File: src/rtl/tt_sweep_pkg.sv
// Shared types and helpers for the truth-table sweep checker.
// State encoding, default sizing and the binary-to-Gray mapping.
package tt_sweep_pkg;

    typedef enum logic [1:0] {
        ST_IDLE,
        ST_WAIT,
        ST_SAMPLE,
        ST_DONE
    } state_t;

    localparam int DEF_N_IN   = 4;
    localparam int DEF_SETTLE = 1;
    localparam int MAX_N_IN   = 16;

    function automatic logic [MAX_N_IN-1:0] bin2gray(input logic [MAX_N_IN-1:0] b);
        return b ^ (b >> 1);
    endfunction

endpackage

File: src/rtl/tt_vec_gen.sv
// Step counter and stimulus vector mapping (binary, or Gray when TT_SWEEP_GRAY_EN is defined).
// Latency: vec is a registered step value, combinationally mapped; advances one edge after adv.
// Backpressure: none; the step only moves when the controller pulses adv.
module tt_vec_gen
    import tt_sweep_pkg::*;
#(
    parameter int N_IN = DEF_N_IN
) (
    input  logic            clk,
    input  logic            rst_n,
    input  logic            clr,
    input  logic            adv,
    output logic [N_IN-1:0] vec,
    output logic            last
);

    logic [N_IN-1:0] step_q;

    always_ff @(posedge clk or negedge rst_n) begin
        if (!rst_n) begin
            step_q <= '0;
        end else if (clr) begin
            step_q <= '0;
        end else if (adv) begin
            step_q <= step_q + 1'b1;
        end
    end

    assign last = &step_q;

`ifdef TT_SWEEP_GRAY_EN
    logic [MAX_N_IN-1:0] gray;
    assign gray = bin2gray(MAX_N_IN'(step_q));
    assign vec  = gray[N_IN-1:0];
`else
    assign vec = step_q;
`endif

endmodule

File: config.mk
export PLATFORM = sky130hd
export DESIGN_NAME = tt_vec_gen
export DESIGN_NICKNAME = d
export VERILOG_FILES = /design/src/rtl/tt_sweep_pkg.sv /design/src/rtl/tt_vec_gen.sv
export SDC_FILE = /design/constraint.sdc
export NUM_CORES = 1
export LEC_CHECK = 0
export BUFFER_PORTS_ARGS = -buffer_cell sky130_fd_sc_hd__buf_2
export CAP_MARGIN = 20
export CORE_AREA = 2 2 39 41
export CTS_BUF_LIST = sky130_fd_sc_hd__clkbuf_8
export CTS_CLUSTER_SIZE = 8
export DETAILED_ROUTE_END_ITERATION = 10
export DIE_AREA = 0 0 41 43
export MAX_ROUTING_LAYER = met4
export SLEW_MARGIN = 25
export SYNTH_ARGS = -nofsm -noshare
export SYNTH_HDL_FRONTEND = slang
export SYNTH_SLANG_ARGS = --single-unit
File: constraint.sdc
create_clock -name clk -period 1 [get_ports clk]
set_input_delay 0.05 -clock clk [delete_from_list [all_inputs] [get_ports clk]]
set_output_delay 0.05 -clock clk [all_outputs]
set_load 0.1 [all_outputs]
# Word level (Yosys, flattened, before mapping)
# Cells that the tools add are included.
dict set report totals {
  register_bits 4
  inputBits 4
  output_inout_bits 5
  elab_cells 6
}
dict set report op_classes {
  add_sub_neg 1
  mux 2
  n_reduce_logical 2
}
# op count
set ops {}
lappend ops {{$mux W4} 2}
lappend ops {{$add A4 B1 Y4 const B} 1}
lappend ops {{$reduce_and A4 Y1} 1}
lappend ops {{$reduce_bool A2 Y1} 1}

# Logic depth before layout (Yosys ltp)
# Gate-level depths: netlist of the first run.
dict set report logic_depth {
  ltp_word 3
  depth_mapped 3
  depth_no_buf 3
}

# Least setup slack after synthesis of the first run
# Ideal clock, no wire load.
dict set report synth_timing {
  path_type {reg-to-output}
  from {reg step_q[0] (netlist: vec[0])}
  to {out last}
  arrival_ps 2046
  required_time_ps 950
  slack_ps -1096
  path_stages_with_launch 3
  n_path_buf 0
  cell_sequence {dfrtp_1 -> ha_1 -> and3_1}
}
dict set report synth_via {
  elab_chain_cells 1
}
# item line_no
set synth_lines {}
lappend synth_lines {{start, declared} tt_vec_gen.sv:17} ;# logic [N_IN-1:0] step_q;
lappend synth_lines {{start signal, assigned} tt_vec_gen.sv:25} ;# step_q <= step_q + 1'b1;
lappend synth_lines {{$reduce_and A4 Y1} tt_vec_gen.sv:29} ;# assign last = &step_q;
lappend synth_lines {{end, declared} tt_vec_gen.sv:14} ;# output logic last
# No other way between the ends.

# Worst setup path in the final report of the first run
dict set report layout_timing {
  from {reg step_q[1] (netlist: vec[1])}
  to {out last}
}
# Same word-level chain as after synthesis.

==> results.md, run 1 <==
* Core Area at 0.00138 mm²
* WHS at 0.0456 ns
* Pint at 516 µW
* CP Max Fanout at 2
* Cell Pwr Density at 1490 mW/mm²
* # DRC at 0
* Setup ws final at -0.217 ns
* CP max stage delay at 0.48 ns
* Hold Fails Final Rpt at 0
* CTS Buffer Depth at 2
* Top cell family by delay on the critical path: flip-flops
* Mapped Cells at 17
* R2R Path Start: vec[1]$_DFFE_PN0P_
* Mean Syn Cell Area at 11.7 µm²
* Slowest CP cell: dfrtp_4
* Die height at 43 µm
* Final Net Count at 42
* Seq cells post-synth at 4
* CP Launch Type: register
* Clock net sink count at 4
* Crit-path cells: ha_4 -> and3_4 -> buf_12
* Die W at 41 µm
* First-pass GRT wire length at 883 µm
* Unique masters post-synth at 12
* Htree depth at 1
* Placed cells at 44
* GRT Util Overall at 8.57%
* Number of fill cells in the layout at 143
* Die footprint at 0.00176 mm²
* Period utilization at 122%
* RSZ-0062 raised after global routing: true
* DR WL/cell at 11.4 µm
* Clk_lat worst skew at 0.22 ns
* Synth Net Count at 22
* Pin count of the biggest net entering global routing at 6
* Final Non-Filler Cells at 51
* Ports at 9
* Post-synthesis sequential area ratio at 50.3%
* Leak pwr at 0.000208 µW
* Yosys Warn Count at 0
* Reg power frac at 26.0%
* PortBufs at 8
* Number of global-route vias before repair at 215
* Reg2Reg Depth at 3
* Worst EP required at 0.95 ns
* Max Freq at 0.822 GHz
* Clock period minus worst slack at 1.22 ns
* GPL Wtd Cong at 0.630
* Initial antenna violation count at 0
* Vias at 207
* Ant diodes at 0
* Area Growth Syn to Fin at 141%
* Clock-pin slew on the worst setup and hold paths at 0.03 ns
* Total gr overflow at 0
* Hold endpoint: vec[2]$_DFFE_PN0P_
* Switching Fraction at 28.0%
* Setup TNS Final at -0.998 ns
* Share of post-route cells with drive strength above 1 at 77.1%
* Vias/cell at 4.06
* Comb pwr share at 26.0%
* Peak supply drop at 0.000485 V
* Setup violators final at 8
* Worst Hold Launch: clr
* Slew of the pin with the lowest slew margin at 0.112 ns
* Worst r2r dst: vec[3]$_DFFE_PN0P_
* Mapped cell area at 199 µm²
* WHS Path Cells at 2
* Failing checks: negative setup slack
* Clock power frac at 48.0%
* Initial Util at 14.4%
* Root buffer cell: clkbuf_8
* Detail Route Antenna Nets at 0
* CP endpoint kind: output port
* CTS tree: done
* Sw Pwr at 201 µW
* DRT Pass-1 Iters at 4
* Clk_skew at 0.000295 ns
* Bufs and invs on worst path at 1
* Routed WL at 579 µm
* Max Slew Vio Count at 0
* Crit path kind: reg -> out
* Max reg flops at 4
* Worst Hold Class: in -> reg
* Crit. Startpoint: vec[1]$_DFFE_PN0P_
* Rel. slew slack at 92.3%
* Arrival @ worst endpoint at 1.17 ns
* Max Cap Viol at 0
* Total power at 716 µW
* Register-to-register path setup slack at -0.15 ns
* Total CTS buffers at 3
* FP Rows at 14
* Status: finished, violations left
* Initial DRC count at 1
how the worst max path moves through the flow:
stage,endpoint,cells past startpoint
3_5_place_dp,vec[3]$_DFFE_PN0P_,2
2_1_floorplan,last,2
6_report,last,3
3_3_place_gp,vec[3]$_DFFE_PN0P_,2
4_1_cts,last,3
5_1_grt,last,3
kinds of logic (layout without fill, tap and decap cells):
| family | count (synthesis) | after routing | synth area share (%) |
|---|---|---|---|
| and+or+nand+nor | 7 | 7 | 18.9 |
| DFF | 4 | 4 | 50.3 |
| AOI/OAI and AO/OA | 2 | 2 | 7.54 |
| muxes | 2 | 2 | 12.6 |
| adders and majority gates | 1 | 1 | 6.29 |
| xor gates and xnor gates | 1 | 1 | 4.40 |
| buffers and inverters | 0 | 18 | 0 |
through the flow:
stage	utilization, %	setup WS [ns]	cell area [µm²]
after floorplan	-	-0.220	229
after global placement	27.9	-0.0122	387
after detailed placement	27.9	-0.0225	387
after CTS	34.6	-0.229	479
after global routing	34.6	-0.235	479
final	34.6	-0.217	479
what timing repair did:
| item | 4_1_cts | 5_1_grt |
|---|---|---|
| resized for setup | 4 | 0 |
| pin swaps | 2 | 1 |
| endpoints found under the hold margin | 4 | 0 |
| setup buffers | 3 | 0 |
| setup endpoints to repair | 7 | 8 |
| hold buffers | 1 | 0 |
| gates cloned | 0 | 0 |
worst reg2reg max path, cell delays in order, from the launching register on:
cell and delay (ns):
dfrtp_4 0.48, buf_4 0.14, nand4_1 0.11, mux2_4 0.30
layer usage:
| layer | GRT usage [%] | vias up | part of all wire, % |
|---|---|---|---|
| li1 | - | 97 | - |
| met1 | 7.47 | 99 | 39 |
| met4 | 8.00 | 0 | 0 |
| met3 | 3.14 | 0 | 8.8 |
| met5 | - | - | 0 |
| met2 | 13.1 | 11 | 53 |
synth_stat cells:
cell type	n	area, µm²
a21bo_2	1	10.0
a21oi_1	1	5.00
and3_1	1	6.26
dfrtp_1	4	100
ha_1	1	12.5
mux2_4	1	15.0
mux2i_1	1	10.0
nand3b_1	1	7.51
nand4_1	1	6.26
nor2_1	3	11.3
nor2b_1	1	6.26
xnor2_1	1	8.76
layout by cell type, fill, tap and decap left out:
cell           count
buf_12             5
buf_4              4
nor2_1             3
clkbuf_8           3
buf_2              3
dfrtp_4            3
buf_6              2
and3_4             1
nor2b_1            1
nand4_1            1
mux2_4             1
mux2i_1            1
xnor2_2            1
a21bo_2            1
nand3b_1           1
a21oi_2            1
ha_4               1
dlygate4sd3_1      1
dfrtp_2            1
power by group through the flow:
stage | registers [µW] | logic (µW) | clock network [µW]
finish | 186 | 186 | 344
global route | 187 | 199 | 362
CTS | 186 | 187 | 358
detailed placement | 189 | 159 | 0
global placement | 189 | 157 | 0
floorplan | 253 | 21.4 | 0
final cells by class:
class | count | area [µm²] | share of cell area (%)
timing repair buffer | 15 | 178 | 37.1
multi-input combinational | 13 | 128 | 26.6
sequential | 4 | 113 | 23.5
clock buffer | 3 | 41.3 | 8.62
tap | 16 | 20.0 | 4.18
(Power assumes the default switching activity.)
==> run 2: changes to the inputs <==
==> constraint.sdc (replaced) <==
create_clock -name clk -period 1.57 [get_ports clk]
set_input_delay 0.0785 -clock clk [delete_from_list [all_inputs] [get_ports clk]]
set_output_delay 0.0785 -clock clk [all_outputs]
set_load 0.1 [all_outputs]
==> run 2 against run 1 <==
  * Utilization shrank 12 points
  * Count of clock-buffer cells in the layout is the same
  * Largest power group unchanged
  * Cell count shrank 12%
  * Critical path type unchanged
  * The flow now finishes without violations
  * Worst setup slack gained 0.32 ns
  * First-iteration DRC count is the same
==> results.md, run 2 (synthesis gave the netlist of run 1 again) <==
* First-pass GRT wire length at 703 µm (-20%)
* Total CTS buffers at 3 (unchanged)
* Hold Buf Count CTS at 1 (unchanged)
* Pin count of the biggest net entering global routing at 6 (unchanged)
* Ant diodes at 0 (unchanged)
* Postcts setup bufs at 0 (-3)
* Fin util at 22.9% (-12 points)
* Ports at 9 (unchanged)
* Register-to-register path setup slack at 0.54 ns (+0.69 ns)
* Commonest non-fill, non-tap cell in the layout: buf_2
* Slew of the pin with the lowest slew margin at 0.485 ns (+0.372 ns)
* Area Growth Syn to Fin at 59.1%
* Routed WL at 442 µm (-24%)
* CP Max Fanout at 4 (+2)
* Vias/cell at 3.96 (-2.5%)
* Root buffer cell: clkbuf_8
* Most frequent cells in the layout: 8 x buf_2, 4 x dfrtp_2, 3 x nor2_1, 3 x clkbuf_8
* Top cell family by delay on the critical path: buffers and inverters
* Max Freq at 0.682 GHz
* Initial antenna violation count at 0 (unchanged)
* Cell Pwr Density at 1260 mW/mm² (-16%)
* Die footprint at 0.00176 mm² (unchanged)
* CTS tree: done
* Clock-pin slew on the worst setup and hold paths at 0.03 ns (about the same)
* Worst r2r dst: vec[2]$_DFFE_PN0P_
* Setup violators final at 0 (-8)
* Hold Fails Final Rpt at 0 (unchanged)
* Clock net sink count at 4 (unchanged)
* Initial DRC count at 1 (unchanged)
* CP endpoint: last
* DRT Pass-1 Iters at 2 (-2)
* PortBufs at 8 (unchanged)
* Initial Util at 14.4% (unchanged)
* CP max stage delay at 0.41 ns (-0.07 ns)
* Max reg flops at 4 (unchanged)
* Final Net Count at 36 (-14%)
* R2R Path Start: vec[0]$_DFFE_PN0P_
* Number of global-route vias before repair at 184 (-14%)
* CP Launch Type: register
* Core Area at 0.00138 mm² (unchanged)
* Bufs and invs on worst path at 1 (unchanged)
* Detail Route Antenna Nets at 0 (unchanged)
* Clk_lat worst skew at 0.22 ns (about the same)
* Post-CTS sizing at 0 (-4)
* Reg2Reg Depth at 3 (unchanged)
* Crit path kind: reg -> out
* Share of post-route cells with drive strength above 1 at 62.1% (-15 points)
* CP endpoint kind: output port
* Clk_skew at 0.00179 ns (+0.00149 ns)
* Clock period minus worst slack at 1.47 ns
* Vias at 178 (-14%)
* Final Cell Area at 317 µm² (-34%)
* Die W at 41 µm (unchanged)
* GPL Wtd Cong at 0.604 (-4.1%)
* Crit-path cells: ha_1 -> and3_2 -> buf_2
* Levels on crit path at 3 (unchanged)
* Total gr overflow at 0 (unchanged)
* # DRC at 0 (unchanged)
* RSZ-0062 raised after global routing: false
* Crit. Startpoint: vec[0]$_DFFE_PN0P_
* Worst EP required at 1.49 ns (+0.54 ns)
* Peak supply drop at 0.000307 V (-37%)
* Max Slew Vio Count at 0 (unchanged)
* Leak pwr at 0.000159 µW (-24%)
* Worst Hold Class: in -> reg
* Worst Hold Launch: clr
* Rel. slew slack at 67.9% (-24 points)
* Status: finished clean
* Period utilization at 93.4%
* Arrival @ worst endpoint at 1.39 ns (+0.22 ns)
* Htree depth at 1 (unchanged)
* Slowest CP cell: buf_2
* FP Rows at 14 (unchanged)
* GRT Util Overall at 7.12% (-1.4 points)
* Die height at 43 µm (unchanged)
* Post-DP Area at 265 µm² (-31%)
* Max Cap Viol at 0 (unchanged)
* Setup TNS Final at 0 ns (+0.998 ns)
* DR WL/cell at 9.82 µm (-13%)
* CTS Buffer Depth at 2 (unchanged)
## run 2: stage by stage
step	hold slack (ns)	cells	power (µW)	worst slack, ns
floorplan	-0.217	17	168	0.0404
global placement	-0.111	41	185	0.326
detailed placement	-0.109	41	186	0.323
CTS	0.0719	45	407	0.0892
global route	0.0855	45	420	0.0693
finish	0.0737	45	399	0.104
## run 2: how the worst min path moves through the flow
stage	endpoint	slack [ns]	cells past startpoint
6_report	vec[2]$_DFFE_PN0P_	0.07	2
5_1_grt	vec[2]$_DFFE_PN0P_	0.09	2
4_1_cts	vec[2]$_DFFE_PN0P_	0.07	2
3_5_place_dp	vec[3]$_DFFE_PN0P_	-0.11	1
3_3_place_gp	vec[3]$_DFFE_PN0P_	-0.11	1
2_1_floorplan	vec[0]$_DFFE_PN0P_	-0.22	0
## run 2: worst reg2reg max path: stages (launching register included)
cell	delay, ns
dfrtp_2	0.41
ha_1	0.24
a21bo_2	0.20
a21oi_1	0.11
## run 2: layer usage
| metal | wire (µm) | GRT usage (%) | up-vias |
|---|---|---|---|
| li1 | - | - | 85 |
| met1 | 140 | 5.52 | 84 |
| met2 | 241 | 8.75 | 5 |
| met3 | 36 | 6.28 | 4 |
| met4 | 24 | 8.00 | 0 |
| met5 | 0 | - | - |
## run 2: area by class of cell
cell class	count	area, µm²
clock buffers	3	41.3
fillers	155	1070
multi-input cells	13	100
flip-flops and latches	4	105
well taps	16	20.0
repair buffers	9	50.0
## run 2: report_power, final
part,switching [µW],internal [µW],leakage [µW]
sequential,5.71,110,0.0000481
combinational,53.6,16.3,0.0000892
clock,50.3,163,0.0000216
total,110,290,0.000159
